[config.mk]
export PLATFORM = sky130hd
export DESIGN_NAME = demux1x4_collector_flat
export DESIGN_NICKNAME = d
export VERILOG_FILES = /design/src/rtl/demux1x4_collector_if.sv /design/src/rtl/demux1x4_collector.sv /design/src/flat_wrapper.sv
export SDC_FILE = /design/constraint.sdc
export NUM_CORES = 1
export LEC_CHECK = 0
export ABC_CLOCK_PERIOD_IN_PS = 1600
export CORE_MARGIN = 2
export CORE_UTILIZATION = 39
export DETAILED_ROUTE_END_ITERATION = 6
export PLACE_DENSITY = 0.71
export SLEW_MARGIN = 30
export SYNTH_ARGS = -nofsm -noshare
export SYNTH_HDL_FRONTEND = slang
export SYNTH_SLANG_ARGS = --single-unit
[constraint.sdc]
create_clock -name clk -period 1.6 [get_ports clk]
set_clock_uncertainty 0.2 [all_clocks]
set_input_delay 0.24 -clock clk [delete_from_list [all_inputs] [get_ports clk]]
set_output_delay 0.24 -clock clk [all_outputs]
set_load 0.02 [all_outputs]
[src/rtl/demux1x4_collector_if.sv]
// demux1x4_collector_if: handshake/bus bundle for the serial-to-parallel collector.
// Serial side: in_bit/in_valid/in_ready plus clr. Parallel side: out_data/out_valid/out_ready.
// Status: lane_idx (demux select) and par_err.
// The master modport is the environment (source + consumer); the slave modport is the collector.
interface demux1x4_collector_if #(
  parameter int LANES = 4
);
  localparam int IDXW = $clog2(LANES);

  logic             in_bit;
  logic             in_valid;
  logic             in_ready;
  logic             clr;
  logic [LANES-1:0] out_data;
  logic             out_valid;
  logic             out_ready;
  logic [IDXW-1:0]  lane_idx;
  logic             par_err;

  modport master (
    output in_bit, in_valid, clr, out_ready,
    input  in_ready, out_data, out_valid, lane_idx, par_err
  );

  modport slave (
    input  in_bit, in_valid, clr, out_ready,
    output in_ready, out_data, out_valid, lane_idx, par_err
  );
endinterface

[src/rtl/demux1x4_collector.sv]
// demux1x4_collector: steers bit k of each serial word to lane k.
// The assembled LANES-bit word is presented in a registered output slot with valid/ready.
// Optional feature macro: DEMUX1X4_COLLECTOR_PARITY_EN.
//   When defined, one even-parity bit follows each word. That bit completes the word and
//   loads par_err. When undefined, the final data bit completes the word and par_err is 0.
// Reset: synchronous, active-low (rst_n).
module demux1x4_collector #(
  parameter int LANES = 4
) (
  input logic                  clk,
  input logic                  rst_n,
  demux1x4_collector_if.slave  bus
);

  localparam int IDXW = $clog2(LANES);

`ifdef DEMUX1X4_COLLECTOR_PARITY_EN
  // Every data lane is staged; the parity bit is the one that completes the word.
  localparam int STGW = LANES;
`else
  // The final data bit goes straight into out_data, so only LANES-1 lanes are staged.
  localparam int STGW = LANES - 1;
`endif

  typedef enum logic [0:0] {
    S_COLLECT = 1'b0,
    S_PARITY  = 1'b1
  } state_t;

  state_t           state_q;
  logic [IDXW-1:0]  lane_idx_q;
  logic [STGW-1:0]  staging_q;
  logic [LANES-1:0] out_data_q;
  logic             out_valid_q;
`ifdef DEMUX1X4_COLLECTOR_PARITY_EN
  logic             par_err_q;
`endif

  logic last_lane;
  logic completing;
  logic in_ready_c;
  logic accept;
  logic consume;

  // Handshake decode: which slot is being offered and whether it can be taken this cycle.
  always_comb begin
    // NOTE: every always_comb output gets a value on every path (here, unconditionally)
    // so no latch is inferred.
    last_lane  = (lane_idx_q == IDXW'(LANES - 1));
`ifdef DEMUX1X4_COLLECTOR_PARITY_EN
    completing = (state_q == S_PARITY);
`else
    completing = (state_q == S_COLLECT) && last_lane;
`endif
    // A completing bit needs a free output slot (or one being drained this very cycle);
    // clr always refuses the offered bit.
    in_ready_c = !bus.clr && (!completing || !out_valid_q || bus.out_ready);
    accept     = bus.in_valid && in_ready_c;
    consume    = out_valid_q && bus.out_ready;
  end

  // Collector FSM: lane stepping, staging writes and the registered output slot.
  always_ff @(posedge clk) begin
    // NOTE: sequential state uses non-blocking assignments only, so every register
    // samples pre-edge values regardless of statement order.
    if (!rst_n) begin
      // NOTE: staging is a handful of flops, not a memory, so it is reset along with the
      // rest to keep a mid-word reset from leaking old bits into the next word.
      state_q     <= S_COLLECT;
      lane_idx_q  <= '0;
      staging_q   <= '0;
      out_data_q  <= '0;
      out_valid_q <= 1'b0;
`ifdef DEMUX1X4_COLLECTOR_PARITY_EN
      par_err_q   <= 1'b0;
`endif
    end else begin
      // Drain first; a completing bit below overrides this in the same cycle.
      if (consume) begin
        out_valid_q <= 1'b0;
      end

      if (bus.clr) begin
        state_q    <= S_COLLECT;
        lane_idx_q <= '0;
        staging_q  <= '0;
      end else if (accept) begin
        case (state_q)
          S_COLLECT: begin
            for (int k = 0; k < STGW; k++) begin
              if (lane_idx_q == IDXW'(k)) begin
                staging_q[k] <= bus.in_bit;
              end
            end
            if (!last_lane) begin
              lane_idx_q <= lane_idx_q + IDXW'(1);
            end else begin
`ifdef DEMUX1X4_COLLECTOR_PARITY_EN
              // Final data lane staged; lane_idx parks on the last lane until parity arrives.
              state_q <= S_PARITY;
`else
              out_data_q  <= {bus.in_bit, staging_q};
              out_valid_q <= 1'b1;
              lane_idx_q  <= '0;
              staging_q   <= '0;
`endif
            end
          end
`ifdef DEMUX1X4_COLLECTOR_PARITY_EN
          S_PARITY: begin
            out_data_q  <= staging_q;
            par_err_q   <= (^staging_q) ^ bus.in_bit;
            out_valid_q <= 1'b1;
            lane_idx_q  <= '0;
            staging_q   <= '0;
            state_q     <= S_COLLECT;
          end
`endif
          default: begin
            state_q <= S_COLLECT;
          end
        endcase
      end
    end
  end

  assign bus.in_ready  = in_ready_c;
  assign bus.out_data  = out_data_q;
  assign bus.out_valid = out_valid_q;
  assign bus.lane_idx  = lane_idx_q;
`ifdef DEMUX1X4_COLLECTOR_PARITY_EN
  assign bus.par_err   = par_err_q;
`else
  assign bus.par_err   = 1'b0;
`endif

endmodule

[src/flat_wrapper.sv]
// flat-port wrapper written by rule: the top's interface ports become plain ports
module demux1x4_collector_flat 
#(
  parameter int LANES = 4
)
  (clk, rst_n, bus_in_bit, bus_in_valid, bus_clr, bus_out_ready, bus_in_ready, bus_out_data, bus_out_valid, bus_lane_idx, bus_par_err);
  demux1x4_collector_if #(.LANES(LANES)) bus_i ();
  input logic clk;
  input logic rst_n;
  input wire logic [$bits(bus_i.in_bit)-1:0] bus_in_bit;
  input wire logic [$bits(bus_i.in_valid)-1:0] bus_in_valid;
  input wire logic [$bits(bus_i.clr)-1:0] bus_clr;
  input wire logic [$bits(bus_i.out_ready)-1:0] bus_out_ready;
  output wire logic [$bits(bus_i.in_ready)-1:0] bus_in_ready;
  output wire logic [$bits(bus_i.out_data)-1:0] bus_out_data;
  output wire logic [$bits(bus_i.out_valid)-1:0] bus_out_valid;
  output wire logic [$bits(bus_i.lane_idx)-1:0] bus_lane_idx;
  output wire logic [$bits(bus_i.par_err)-1:0] bus_par_err;
  assign bus_i.in_bit = bus_in_bit;
  assign bus_i.in_valid = bus_in_valid;
  assign bus_i.clr = bus_clr;
  assign bus_i.out_ready = bus_out_ready;
  assign bus_in_ready = bus_i.in_ready;
  assign bus_out_data = bus_i.out_data;
  assign bus_out_valid = bus_i.out_valid;
  assign bus_lane_idx = bus_i.lane_idx;
  assign bus_par_err = bus_i.par_err;
  demux1x4_collector #(.LANES(LANES)) u_core (.clk(clk), .rst_n(rst_n), .bus(bus_i));
endmodule
; ---- Word level (Yosys, flattened, before mapping)
; Cells that the tools add are included.
[totals]
wordCells = 38
in_bits = 6
out_inout_bits = 9
reg_bits = 10
[op_classes]
bitwise = 2
n_addsub = 1
n_eq_ne = 3
n_reduce_logical = 17
mux = 9
[ops]
columns = operator, n
row1 = $mux W1, 7
row2 = $reduce_and A2 Y1, 3
row3 = $reduce_bool A2 Y1, 3
row4 = $eq A2 B2 Y1 const B, 2
row5 = $logic_and A1 B1 Y1, 3
row6 = $logic_not A1 Y1, 3
row7 = $mux W3, 1
row8 = $reduce_and A3 Y1, 1
row9 = $add A2 B1 Y2 const B, 1
row10 = $eq A2 B1 Y1 const B, 1
row11 = $logic_not A2 Y1, 1
row12 = $logic_or A1 B1 Y1, 2
row13 = $mux W2, 1
row14 = $not A1 Y1, 2
row15 = $reduce_or A2 Y1, 1

; ---- Longest topological paths before layout
[depth]
depth_word = 8
depth_mapped = 5

; ---- Worst setup path before layout
; No wires, ideal clock.
[synth_path]
kind = register -> register
start = reg u_core.lane_idx_q[0], in the netlist u_core.bus.lane_idx[0]
end = reg u_core.staging_q[0]
setup_slack_ns = -0.033
stages_incl_launch_ff = 6
setup_ns = 0.070
t_required_ns = 1.330
arrival_ns = 1.363
cell_sequence = dfxtp_1 inv_1 ha_1 nand3b_1 or3b_1 a21boi_1
[synth_between]
elab_chain_len = 7
word_cells_on_any_way = 10
[synth_rtl]
columns = element, line_no
row1 = from (decl), demux1x4_collector.sv:31  ; logic [IDXW-1:0] lane_idx_q;
row2 = from (signal assigned), demux1x4_collector.sv:96  ; lane_idx_q <= lane_idx_q + IDXW'(1);
row3 = $eq A2 B2 Y1, demux1x4_collector.sv:49  ; last_lane = (lane_idx_q == IDXW'(LANES - 1));
row4 = $logic_not A1 Y1, demux1x4_collector.sv:57  ; in_ready_c = !bus.clr && (!completing || !out_valid_q || bus.out_ready);
row5 = $logic_or A1 B1 Y1 (2 in series), demux1x4_collector.sv:57
row6 = $logic_and A1 B1 Y1, demux1x4_collector.sv:57
row7 = $logic_and A1 B1 Y1, demux1x4_collector.sv:58  ; accept = bus.in_valid && in_ready_c;
row8 = $reduce_and A2 Y1 (no source line), --
row9 = "to (signal, indexed assignment)", demux1x4_collector.sv:92  ; staging_q[k] <= bus.in_bit;
row10 = to (decl), demux1x4_collector.sv:32  ; logic [STGW-1:0] staging_q;
; Parallel ways exist; a longest one is shown, timed or not.
; A chain may end at the register's enable or synchronous reset.

; ---- Final worst setup path
; Ends and elaborated chain as after synthesis.

==> impl_metrics.tcl <==
set metrics [dict create \
    yosys.cell_types.count 24 \
    ys_ff_latch 10 \
    clkTransAtPathRegs_ns 0.07 \
    yosysTopAreaCell "dfxtp_1" \
    pin_count 15 \
    ys.flop_type "dfxtp_1" \
    nNetsFinal 93 \
    rr_worst_depth 6 \
    grt_pass1_wl_um 1840 \
    nFillCells 118 \
    syn_nets 63 \
    routedWlPerCell_um 11.6 \
    setup_tns_ns -0.156 \
    max_freq_mhz 591 \
    period_share_pct 106 \
    p_per_area_nw_per_um2 706 \
    first_pass_iters 4 \
    dpl.hpwl_um 856 \
    grt_util_met3_pct 10.0 \
    syn_avg_cell_area_sq_um 9.48 \
    hold_depth 2 \
    drc 0 \
    path_max_fanout 3 \
    period_needed_ns 1.69 \
    cap_violations 0 \
    io_buffers 13 \
    worstPathArrival_ns 1.68 \
    cts_hold_buf 0 \
    status "finished, violations left" \
    reg2reg_to "u_core.staging_q[0]$_SDFFE_PP0P_" \
    track_usage_pct 18.4 \
    ys_seq_area_share_pct 39.1 \
    syn_to_final_growth_pct 55.5 \
    synth_area_sq_um 512 \
    fin_ws_ns -0.0910 \
    coreArea_sq_um 1270 \
    hold_path.class "flip-flop to flip-flop" \
    ys_warn_count 0 \
    die_w_um 40.2 \
    min_to "u_core.bus.out_data[0]$_SDFFE_PN0P_" \
    placementRows 13 \
    root_buffer "clkbuf_4" \
    cts_buffers 3 \
    clk_latency_ns 0.27 \
    gp_congestion 0.778 \
    grt_pass1_vias 431 \
    htreeDepth 1 \
    grt_max_degree 8 \
    gr-usage-met1_pct 20.5 \
    cts_buffer_depth 2 \
    die_h_um 40.2 \
    final_util_pct 62.7 \
    synthArstFlopShare_pct 0 \
    endpoint_kind "flip-flop" \
    p_total_w 0.000562 \
    drt-vias-per-instance 5.00 \
    ant_nets 0 \
    clock-sinks 10 \
    diodes 0 \
    synth_edf_count 0 \
    antenna_found_initial 0 \
    reg2reg_from "u_core.bus.lane_idx[0]$_SDFFE_PP0P_" \
    whs_ns 0.257 \
    yosysMostFrequentCell "dfxtp_1" \
    overflow 0 \
    yosys.area.top_type_share_pct 39.1 \
    syn_inst 54 \
    busiest_layer "met2" \
    violations "setup timing" \
    layout-drive-gt1-share_pct 36.1 \
    rsz0062_at_grt "yes" \
    leakage_nw 0.351 \
    die-area_sq_um 1620 \
    required_ns 1.59 \
    start_util_pct 40.3 \
    ir_drop_uv 595 \
    synth_area_leaders "dfxtp_1, mux2i_1, ha_1, nand2_1, a32o_1" \
    setup_viol_count_final 2 \
    grtUsageMet2_pct 30.2 \
    hp-start "u_core.bus.out_data[0]$_SDFFE_PN0P_" \
    drt-initial-drc-count 14 \
    worstSetupStartpointType "flip-flop" \
    reg2reg_slack_ns -0.09 \
    vias 490 \
    synth_commonest_cells "dfxtp_1, nand2_1, mux2i_1" \
    routed_wl_um 1140 \
    hold_violations 0 \
    finalMaxSlewViolations 0 \
    tritoncts "built" \
    critical_path_class "flip-flop to flip-flop" \
]
==> final cells by class <==
type | instances | area, sq um | area share, %
clock buffers | 4 | 36.3 | 4.56
well taps | 15 | 18.8 | 2.36
inverters | 2 | 10.0 | 1.26
repair buffers | 28 | 231 | 29.1
flip-flops and latches | 10 | 201 | 25.3
multi-input cells | 39 | 298 | 37.4
==> state kept, by name, indices dropped and copies added, names as in the netlist <==
signal	flops
u_core.bus.lane_idx	2
u_core.bus.out_data	4
u_core.bus.out_valid	1
u_core.staging_q	3
==> cells in the final DEF (no fill, tap or decap), types with 2 or more instances in the layout <==
cell	count
a32o_1	2
and3b_2	2
buf_4	15
clkbuf_4	3
clkdlybuf4s50_1	5
dfxtp_1	9
dlygate4sd2_1	6
mux2i_1	4
nand2_1	8
nand3b_1	2
nor2_1	2
nor2b_2	2
o211ai_1	2
o21ai_0	3
==> logic make-up (layout without fill, tap and decap cells) <==
group	Yosys count	count (layout)	synth area share, %
simple gates	20	20	24.0
compound gates	11	11	14.9
flops	10	10	39.1
buf+inv	5	34	6.11
mux	4	4	7.82
fa+ha+maj	3	3	7.34
other cells	1	1	0.733
==> repair_timing <==
item,4_1_cts,5_1_grt
setup buffers,0,1
pin swaps,0,4
resized for setup,12,9
endpoints found under the setup margin,9,4
endpoints found under the hold margin,0,0
==> power by group <==
part,internal (W),switching [W],leakage (nW)
registers,0.000252,0.00000218,0.0812
clock network,0.000138,0.0000904,0.0210
logic,0.0000449,0.0000342,0.249
total,0.000435,0.000127,0.351
==> layer usage <==
| metal | vias up | share of wire (%) | wire [um] |
|---|---|---|---|
| met3 | 0 | 6.3 | 71 |
| li1 | 248 | - | - |
| met5 | - | 0 | 0 |
| met2 | 12 | 51 | 583 |
| met4 | 0 | 0 | 0 |
| met1 | 230 | 42 | 481 |
==> worst max path at each step <==
stage                                              startpoint                          endpoint  cells past startpoint
after floorplan           u_core.bus.lane_idx[1]$_SDFFE_PP0P_                      bus_in_ready                      3
after global placement                          bus_out_ready                      bus_in_ready                      4
after detailed placement                        bus_out_ready                      bus_in_ready                      4
after CTS                 u_core.bus.lane_idx[0]$_SDFFE_PP0P_                      bus_in_ready                      4
after global routing      u_core.bus.lane_idx[0]$_SDFFE_PP0P_  u_core.staging_q[0]$_SDFFE_PP0P_                      6
final                     u_core.bus.lane_idx[0]$_SDFFE_PP0P_  u_core.staging_q[0]$_SDFFE_PP0P_                      6
==> critical path: stages (launching register included) <==
cell	delay [ns]
dfxtp_2	0.36
buf_6	0.11
inv_4	0.03
ha_4	0.25
nand3b_1	0.10
or3b_1	0.41
a21boi_1	0.16
==> stage by stage <==
| step | instances | instance area (sq um) | setup WS [ns] |
|---|---|---|---|
| detailed placement | 93 | 743 | -0.443 |
| global placement | 93 | 743 | -0.458 |
| CTS | 97 | 768 | -0.0855 |
| global route | 98 | 796 | -0.144 |
| floorplan | 54 | 513 | 0.0226 |
| finish | 98 | 796 | -0.0910 |
No activity file was read; power rests on OpenSTA's default activity.
